### src/rtl/acc_uart_tx.sv
// UART transmitter for the accumulator output path: start bit, 8 data bits LSB first,
// optional even-parity bit, stop bit. All outputs are registered.
module acc_uart_tx #(
    parameter int unsigned CLKS_PER_BIT = 16,
    parameter bit          PARITY_EN    = 1'b0
) (
    input  logic       clk,
    input  logic       nReset,
    input  logic       start,
    input  logic [7:0] data,
    output logic       tx,
    output logic       busy,
    output logic       done
);

    localparam int unsigned   CW        = (CLKS_PER_BIT > 1) ? $clog2(CLKS_PER_BIT) : 1;
    localparam logic [CW-1:0] BAUD_LAST = CW'(CLKS_PER_BIT - 1);

    typedef enum logic [2:0] {
        S_IDLE   = 3'd0,
        S_START  = 3'd1,
        S_DATA   = 3'd2,
        S_PARITY = 3'd3,
        S_STOP   = 3'd4
    } state_t;

    state_t        state_q;
    logic [CW-1:0] baud_q;
    logic [2:0]    bit_q;
    logic [7:0]    shift_q;
    logic          par_q;
    logic          tx_q;
    logic          busy_q;
    logic          done_q;
    logic          bit_end_s;

    // Even parity: the extra bit makes the total count of ones even.
    function automatic logic even_parity(input logic [7:0] b);
        return ^b;
    endfunction

    assign bit_end_s = (baud_q == BAUD_LAST);

    // Frame sequencer: tx is loaded one bit ahead so it changes exactly on bit boundaries.
    always_ff @(posedge clk or negedge nReset) begin
        if (!nReset) begin
            state_q <= S_IDLE;
            baud_q  <= '0;
            bit_q   <= 3'd0;
            shift_q <= 8'h00;
            par_q   <= 1'b0;
            tx_q    <= 1'b1;
            busy_q  <= 1'b0;
            done_q  <= 1'b0;
        end else begin
            done_q <= 1'b0;
            case (state_q)
                S_IDLE: begin
                    tx_q   <= 1'b1;
                    busy_q <= 1'b0;
                    if (start) begin
                        shift_q <= data;
                        par_q   <= even_parity(data);
                        baud_q  <= '0;
                        bit_q   <= 3'd0;
                        tx_q    <= 1'b0;
                        busy_q  <= 1'b1;
                        state_q <= S_START;
                    end
                end
                S_START: begin
                    if (bit_end_s) begin
                        baud_q  <= '0;
                        bit_q   <= 3'd0;
                        tx_q    <= shift_q[0];
                        state_q <= S_DATA;
                    end else begin
                        baud_q <= baud_q + CW'(1);
                    end
                end
                S_DATA: begin
                    if (bit_end_s) begin
                        baud_q  <= '0;
                        shift_q <= {1'b0, shift_q[7:1]};
                        if (bit_q == 3'd7) begin
                            bit_q <= 3'd0;
                            if (PARITY_EN) begin
                                tx_q    <= par_q;
                                state_q <= S_PARITY;
                            end else begin
                                tx_q    <= 1'b1;
                                state_q <= S_STOP;
                            end
                        end else begin
                            bit_q <= bit_q + 3'd1;
                            tx_q  <= shift_q[1];
                        end
                    end else begin
                        baud_q <= baud_q + CW'(1);
                    end
                end
                S_PARITY: begin
                    if (bit_end_s) begin
                        baud_q  <= '0;
                        tx_q    <= 1'b1;
                        state_q <= S_STOP;
                    end else begin
                        baud_q <= baud_q + CW'(1);
                    end
                end
                S_STOP: begin
                    if (bit_end_s) begin
                        baud_q  <= '0;
                        tx_q    <= 1'b1;
                        busy_q  <= 1'b0;
                        done_q  <= 1'b1;
                        state_q <= S_IDLE;
                    end else begin
                        baud_q <= baud_q + CW'(1);
                    end
                end
                default: begin
                    baud_q  <= '0;
                    bit_q   <= 3'd0;
                    tx_q    <= 1'b1;
                    busy_q  <= 1'b0;
                    state_q <= S_IDLE;
                end
            endcase
        end
    end

    assign tx   = tx_q;
    assign busy = busy_q;
    assign done = done_q;

endmodule

### config.mk
export PLATFORM = sky130hd
export DESIGN_NAME = acc_uart_tx
export DESIGN_NICKNAME = d
export VERILOG_FILES = /design/src/rtl/acc_uart_tx.sv
export SDC_FILE = /design/constraint.sdc
export NUM_CORES = 1
export LEC_CHECK = 0
export ABC_AREA = 1
export BUFFER_PORTS_ARGS = -buffer_cell sky130_fd_sc_hd__buf_2
export CAP_MARGIN = 20
export CORE_AREA = 2 2 43 61
export DETAILED_ROUTE_END_ITERATION = 8
export DIE_AREA = 0 0 45 63
export PLACE_DENSITY = 0.8
export SLEW_MARGIN = 20
export SYNTH_ARGS = -nofsm -noshare
export SYNTH_HDL_FRONTEND = slang
export SYNTH_SLANG_ARGS = --single-unit
export TNS_END_PERCENT = 30
### constraint.sdc
create_clock -name clk -period 1.6 [get_ports clk]
set_input_delay 0.08 -clock clk [delete_from_list [all_inputs] [get_ports clk]]
set_output_delay 0.08 -clock clk [all_outputs]
set_load 0.01 [all_outputs]
Word level (Yosys, flattened, before mapping)
Index checks and enable logic that the tools add are counted.

Register bits after elaboration: 21. Output and inout bits: 3. Input port bits: 11.

Mux-type cells: 28. Bitwise logic cells: 2. Equal/unequal tests: 13. Reduce and logical (&&, ||, !) cells: 10. $add $sub $neg: 2.

Operators with widths (count): two-way mux 3 bit (9); two-way mux 8 bit (2); case mux 8 bit (2 select lines) (1); case mux 3 bit (5 select lines) (1); != test 2 bit, second input constant (6); case mux 3 bit (4 select lines) (1); two-way mux 1 bit (9); two-way mux 4 bit (2); case mux 4 bit (2 select lines) (1); == test 3 x 2 -> 1 bit, second input constant (2); == test 3 bit, second input constant (2); AND reduction 3 bit (2); AND reduction 6 bit (1); adder 4 x 1 -> 4 bit, second input constant (1); == test 4 bit, second input constant (1); case mux 1 bit (4 select lines) (1); AND reduction 4 bit (1); OR reduction 4 bit (1); adder 3 x 1 -> 3 bit, second input constant (1); == test 3 x 1 -> 1 bit, second input constant (1); zero test 3 bit (1); case mux 1 bit (3 select lines) (1); OR reduction 3 bit (1); != test 2 x 1 -> 1 bit, second input constant (1); 4 further kinds (5).

Logic depth before layout (Yosys ltp)
Gate-level depths: netlist (run 1).

Depth in word-level cells: 4. Depth in mapped cells: 9. Gate-level depth less buffers: 9.

Worst setup path before layout (run 1)
Ideal clock, no wire load.

Path type: register -> register. Start: register baud_q[1]. End: register bit_q[0]. Cell stages (with the launch flop): 9. Arrival: 1.192 ns. Clock period less this slack: 1.308 ns. Library setup time: 0.116 ns. Setup slack: 0.292 ns. Required time: 1.484 ns. Cell sequence: dfrtp_1 > ha_1 > nand2_1 > nor2_4 > nor2_1 > nor2_2 > nand2_2 > nand2_1 > nand2_1.

Word-level cells in the longest chain between the ends: 3. Elaborated cells on any way between the ends: 4. Those cells by class: 3 x eq/ne; 1 x reduce/logical.

RTL lines: start: declaration (RTL line 28) `logic [CW-1:0] baud_q;`; start signal: assignment (RTL line 78) `baud_q <= baud_q + CW'(1);`; start signal: assignment (RTL line 99) `baud_q <= baud_q + CW'(1);`; start signal: assignment (RTL line 108) `baud_q <= baud_q + CW'(1);`; == test 4 bit (*) (RTL line 42) `assign bit_end_s = (baud_q == BAUD_LAST);`; != test 2 bit (no source line); AND reduction 4 bit (no source line) (*); end signal: assignment (RTL line 95) `bit_q <= bit_q + 3'd1;`; end: declaration (RTL line 29) `logic [2:0] bit_q;`.

Mark *: on every way between the ends. The rest lies on a longest branch, timed or not. A chain may end at the register's enable or synchronous reset.

Worst setup path in the final report (run 1)
Start: register state_q[1]. End: register shift_q[7].

Word-level cells in the longest chain between the ends: 3. Elaborated cells on any way between the ends: 7. Those cells by class: 3 x eq/ne; 1 x mux; 3 x reduce/logical.

RTL lines: start: declaration (RTL line 27) `state_t state_q;`; start signal: assignment (RTL line 47) `state_q <= S_IDLE;`; start signal: assignment (RTL line 68) `state_q <= S_START;`; start signal: assignment (RTL line 76) `state_q <= S_DATA;`; == test 3 x 2 -> 1 bit or zero test 3 bit (tied branches) (RTL line 57) `case (state_q)`; != test 2 bit (no source line) or nonzero test 2 bit (tied branches); AND reduction 3 bit (no source line); end signal: assignment (RTL line 62) `shift_q <= data;`; end signal: assignment (RTL line 84) `shift_q <= {1'b0, shift_q[7:1]};`; end: declaration (RTL line 30) `logic [7:0] shift_q;`.

Parallel ways exist; a longest one is shown, timed or not.

==> results of run 1 <==
[report_power, final]
part | switching, uW | internal, uW
Clock | 160 | 97.3
Sequential | 184 | 755
Combinational | 951 | 505
[cell families after synthesis]
kind of cell    after synthesis  share of synthesized area (%)
buf+inv                      11                           4.14
fa+ha+maj                     3                           3.11
flops                        21                           43.6
simple gates                109                           44.7
compound gates               10                           4.45
[routing by layer]
metal / GRT usage (%) / vias up / part of all wire, %
li1: - / 538 / -
met1: 25.9 / 538 / 43
met2: 34.5 / 28 / 53
met3: 1.73 / 4 / 3.1
met4: 8.09 / 0 / 1.2
met5: 0 / - / 0
[through the flow]
| stage | area (sq um) | utilization, % | setup slack, ns | hold slack [ns] | std cells |
|---|---|---|---|---|---|
| after global routing | 1370 | 59.0 | 0.00961 | 0.0491 | 197 |
| final | 1370 | 59.0 | 0.113 | 0.00732 | 197 |
| after CTS | 1350 | 58.2 | 0.122 | 0.00531 | 196 |
| after global placement | 1310 | 56.6 | 0.199 | 0.0550 | 191 |
| after detailed placement | 1310 | 56.6 | 0.124 | 0.0582 | 191 |
| after floorplan | 1210 | - | 0.292 | -0.216 | 154 |
[worst register-to-register path, cell delays in order, from the launching register on]
cell and delay [ns]:
dfrtp_1 0.48, nor2_2 0.22, nand3b_1 0.25, buf_4 0.26
nand2_4 0.11, nand2_1 0.06, nand2_1 0.05
[area by class of cell]
class	instances	area, sq um
Fill cell	219	947
Multi-Input combinational cell	122	644
Sequential cell	21	527
Timing Repair Buffer	18	105
Inverter	9	33.8
Tap cell	23	28.8
Clock buffer	4	26.3
[timing repair]
action / in CTS / in global routing
setup endpoints to repair: 0 / 2
hold endpoints to repair: 20 / 0
hold buffers: 1 / 0
buffers inserted: 0 / 1
resized for setup: 0 / 4
[registers in the layout (all words and copies together) (netlist names)]
name,flops
tx,1
state_q,3
shift_q,8
done,1
baud_q,4
busy,1
bit_q,3
[worst max-delay path by stage]
stage / from / end / slack, ns / cells past startpoint
after floorplan: baud_q[1] / bit_q[0] / 0.29 / 8
after global placement: state_q[1] / shift_q[3] / 0.20 / 6
after detailed placement: baud_q[1] / bit_q[0] / 0.12 / 8
after CTS: baud_q[1] / bit_q[0] / 0.12 / 8
after global routing: state_q[1] / shift_q[7] / 0.01 / 6
final: state_q[1] / shift_q[7] / 0.11 / 6
[cell usage after synthesis]
cell type,number,area [sq um]
o21ai_0,3,15.0
nand2_2,2,12.5
a21oi_1,4,20.0
nand2_4,2,22.5
nand2_1,67,251
nor2_8,2,40.0
buf_2,1,5.00
nand3_2,1,10.0
ha_1,3,37.5
o21ai_1,2,10.0
nand3_1,16,80.1
nand3b_1,3,22.5
o21ai_2,1,8.76
inv_2,3,11.3
nand4_1,5,31.3
buf_6,1,11.3
nor2_4,2,22.5
dfrtp_1,20,500
nor2_1,3,11.3
inv_1,6,22.5
nor2_2,5,31.3
nor3_1,1,5.00
dfstp_2,1,26.3
==> metrics.md, run 1 <==
| Metric | Value |
|---|---|
| Status | complete, no violations |
| R2R Path End | shift_q[7] |
| Vias | 1,108 |
| Area grow syn2layout | 12.9% |
| Number of antenna diodes | 0 |
| Number of buffers created by CTS | 3 |
| Worst Hold Class | in2reg |
| Remaining DRCs | 0 |
| Via density | 5.62 |
| CP top delay family | simple AND/OR/NAND/NOR gates |
| CP Launch Type | flip-flop |
| Hold Violations, Final | 0 |
| Slew HR | 69.2% |
| # rows | 21 |
| Mapped Nets | 168 |
| Power Dens Cells | 1940 nW/um^2 |
| I/O Pins | 14 |
| Reg clk slew, reported paths | 0.11 ns |
| CP Buf/Inv Count | 1 |
| RR Startpoint | state_q[1] |
| Grt ovf | 0 |
| Dpl hpwl | 1880 microns |
| Min-delay src | data[7] |
| Mapped Cells | 154 |
| Max-Cap Viols | 0 |
| CP max FO | 8 |
| RSZ-0062 raised after global routing | false |
| Yosys reg bits | 21 |
| CTS tree | built |
| Sequential share of the synthesized area | 43.6% |
| Slew Limit Fails | 0 |
| Antenna violations before repair | 0 |
| Sink Count | 21 |
| Cell variety after synth | 23 |
| Skew final | 0.00328 ns |
| First-pass GRT wire length | 4460 microns |
| Synth warnings | 0 |
| Skew-Pair Late Insertion Delay | 0.30 ns |
| Commonest non-fill, non-tap cells in the layout | nand2_1 (66), dfrtp_1 (20), nand3_1 (16) |
| Setup-failing EPs final | 0 |
| Mapped Area | 1210 sq um |
| Clock Path Buffers | 2 |
| Layout Nets | 189 |
| Initial core utilization | 52.3% |
| Hold EP | shift_q[7] |
| IO buf count | 13 |
| Syn_area_per_cell | 7.85 sq um |
| Largest net degree at the start of global routing | 22 |
| Fin crit share | 92.9% |
| Root buffer cell | clkbuf_4 |
| Setup TNS | 0 ns |
| WP data required | 1.85 ns |
| H-tree levels | 1 |
| Worst vdd ir | 0.969 mV |
| Starting DRT DRC Count | 38 |
| Max Freq | 673 MHz |
| Commonest non-fill, non-tap cell in the layout | nand2_1 |
| Cell mode on critical path | nand2_1 |
| Die Y | 63 microns |
| Overall power | 2650 uW |
| Ratio of cells with drive above 1 in the final layout | 24.1% |
| Routability cong. | 0.913 |
| R2r setup slk | 0.11 ns |
| Final ANT Viol Nets | 0 |
| Max incr delay on CP | 0.48 ns |
| GRT Util Overall | 20.5% |
| Cell chain of the critical path | nor2_2 -> nand3b_1 -> buf_4 -> nand2_4 -> nand2_1 -> nand2_1 |
| First-pass DRT Iterations | 4 |
| Hold Path Cell Cnt | 3 |
| Worst EP arrival | 1.74 ns |
| Slowest stage cell, crit path | dfrtp_1 |
| Crit Path Class | reg2reg |
| Worst-margin pin slew | 0.461 ns |
| Core area | 2310 sq um |
| Vias in the first global route | 1,049 |
| Avg WL per Cell | 13.1 microns |
| CP endpoint kind | flip-flop |
| Final min period | 1.49 ns |
| Die W | 45 microns |
| Die ar. | 2840 sq um |
| Static leakage | 0.000739 uW |
| Worst Reg-to-Reg Cells | 6 |
| Routed WL | 2570 microns |
(Power assumes the default switching activity.)
==> inputs of run 2 (changes only) <==
- CELL_PAD_IN_SITES_DETAIL_PLACEMENT: not set -> 0
- CELL_PAD_IN_SITES_GLOBAL_PLACEMENT: not set -> 1
- CORE_AREA: 2 2 43 61 -> 2 2 49 69
- DIE_AREA: 0 0 45 63 -> 0 0 51 71
- PLACE_DENSITY: 0.8 -> 0.82
==> run 2 against run 1 <==
Net effect: non-clock buffer count rose by 2; via count fell by 4.8%; sequential share of layout area shrank 1.4 points; utilization fell by 12 points; worst hold slack gained 0.059 ns; clock-buffer cell count is the same; global-route usage down 3.2 points; critical path type unchanged; largest power group unchanged.
==> metrics.md, run 2 (synthesis results as in run 1) <==
| Metric | Value |
|---|---|
| Status | complete, no violations |
| M1 GR Usage | 21.8% |
| Vias | 1,055 |
| CTS tree | built |
| Antenna violations before repair | 0 |
| Area grow syn2layout | 17.2% |
| Clock Path Buffers | 2 |
| Root buffer cell | clkbuf_8 |
| Largest net degree at the start of global routing | 22 |
| Max-Cap Viols | 0 |
| Largest Register | shift_q |
| Die ar. | 3620 sq um |
| Fin crit share | 92.3% |
| Worst-margin pin slew | 0.470 ns |
| Reg clk slew, reported paths | 0.07 ns |
| Overall power | 2760 uW |
| Final ANT Viol Nets | 0 |
| Number of buffers created by CTS | 3 |
| Sink Count | 21 |
| Die W | 51 microns |
| Grt ovf | 0 |
| Setup TNS | 0 ns |
| Sw power | 1300 uW |
| Skew-Pair Late Insertion Delay | 0.26 ns |
| Internal power | 1460 uW |
| Routability cong. | 0.827 |
| CP Buf/Inv Count | 0 |
| Remaining DRCs | 0 |
| Dpl hpwl | 1980 microns |
| Worst EP arrival | 1.63 ns |
| CP endpoint kind | flip-flop |
| CP max FO | 4 |
| Cell mode on critical path | nand2_1 |
| Final min period | 1.48 ns |
| Routed WL | 2670 microns |
| Hold Violations, Final | 0 |
| Number of antenna diodes | 0 |
| H-tree levels | 1 |
| Most used routing layer | met2 |
| Setup-failing EPs final | 0 |
| CP top delay family | simple AND/OR/NAND/NOR gates |
| Max incr delay on CP | 0.40 ns |
| Commonest non-fill, non-tap cells in the layout | nand2_1 (67), dfrtp_1 (20), nand3_1 (16) |
| Layout Nets | 191 |
| Static leakage | 0.000756 uW |
| First-pass GRT wire length | 4850 microns |
| FF+latch area | 527 sq um |
| Slew HR | 68.6% |
| I/O Pins | 14 |
| Starting DRT DRC Count | 33 |
| # rows | 24 |
| IO buf count | 13 |
| Worst vdd ir | 0.811 mV |
| WP data required | 1.75 ns |
| Initial core utilization | 39.9% |
| Registers with the most flip-flops | shift_q x8, baud_q x4 |
| GRT Util Overall | 17.3% |
| GR met2 Demand/Resource | 29.9% |
| Sw frac | 47.1% |
| Crit Path Class | reg2reg |
| Ratio of cells with drive above 1 in the final layout | 24.4% |
| Vias in the first global route | 1,087 |
| Clock power share | 12.5% |
| CP Launch Type | flip-flop |
| Area of the multi-input gates | 642 sq um |
| Sequential Power Share | 33.7% |
| Max FFs per register | 8 |
| Worst Hold Class | in2reg |
| Core area | 3030 sq um |
| Skew final | 0.00405 ns |
| Die Y | 71 microns |
| Slowest stage cell, crit path | dfrtp_1 |
| Fill count | 296 |
| Via density | 4.91 |
| Slew Limit Fails | 0 |
| First-pass DRT Iterations | 4 |
| Cell chain of the critical path | ha_2 -> nand2_1 -> nor2_4 -> nor2_2 -> nor2_4 -> nand2_2 -> nand2_1 -> nand2_1 |
| Grt met3 use | 1.90% |
| Post-Place Setup Slack | 0.134 ns |
| Commonest non-fill, non-tap cell in the layout | nand2_1 |
| Power Dens Cells | 1950 nW/um^2 |
| Max Freq | 677 MHz |
| Setup WS post-layout | 0.123 ns |
| Avg WL per Cell | 12.4 microns |
| Comb power frac | 53.8% |
| RSZ-0062 raised after global routing | false |
## run 2: layout make-up
type,count,area share (%)
tap,39,3.45
timing repair buffer,20,8.48
clock buffer,4,3.18
multi-input combinational,122,45.3
inverter,9,2.39
sequential,21,37.2
## run 2: final timing paths
check	end	startpoint	slack (ns)	depth (start not counted)
max in group asynchronous	tx	nReset	0.95	2
max	bit_q[0]	baud_q[1]	0.12	8
max reg2reg	bit_q[0]	baud_q[1]	0.12	8
min reg2reg	shift_q[4]	shift_q[4]	0.47	2
min in group asynchronous	shift_q[7]	nReset	0.30	2
min	shift_q[7]	data[7]	0.07	3
## run 2: power by group through the flow
stage	Sequential [uW]	Clock, uW	Combinational [uW]
floorplan	896	0	1130
global placement	929	0	1380
detailed placement	940	0	1410
CTS	931	353	1420
global route	962	377	1730
finish	931	345	1480
## run 2: worst register-to-register path: stages (launching register included)
cell	delay, ns
dfrtp_1	0.40
ha_2	0.21
nand2_1	0.10
nor2_4	0.20
nor2_2	0.10
nor2_4	0.15
nand2_2	0.08
nand2_1	0.07
nand2_1	0.05
## run 2: per-layer routing
layer / vias up / part of all wire, % / routed length [microns]
li1: 541 / - / -
met1: 487 / 43 / 1140
met2: 22 / 52 / 1380
met3: 5 / 3.6 / 97
met4: 0 / 1.6 / 42
met5: - / 0 / 0
## run 2: repair_timing
item                                    CTS  global route
resized for setup                         0             3
buffers inserted                          0             3
hold endpoints to repair                 20             0
hold buffers                              1             0
endpoints found under the setup margin    0             3
## run 2: stage by stage
| stage | cell area [sq um] | std cells | hold WS (ns) | util, % |
|---|---|---|---|---|
| after floorplan | 1210 | 154 | -0.216 | - |
| after global placement | 1330 | 207 | 0.0647 | 43.8 |
| after detailed placement | 1330 | 207 | 0.0599 | 43.8 |
| after CTS | 1380 | 212 | 0.0649 | 45.6 |
| after global routing | 1420 | 215 | 0.0874 | 46.7 |
| final | 1420 | 215 | 0.0659 | 46.7 |
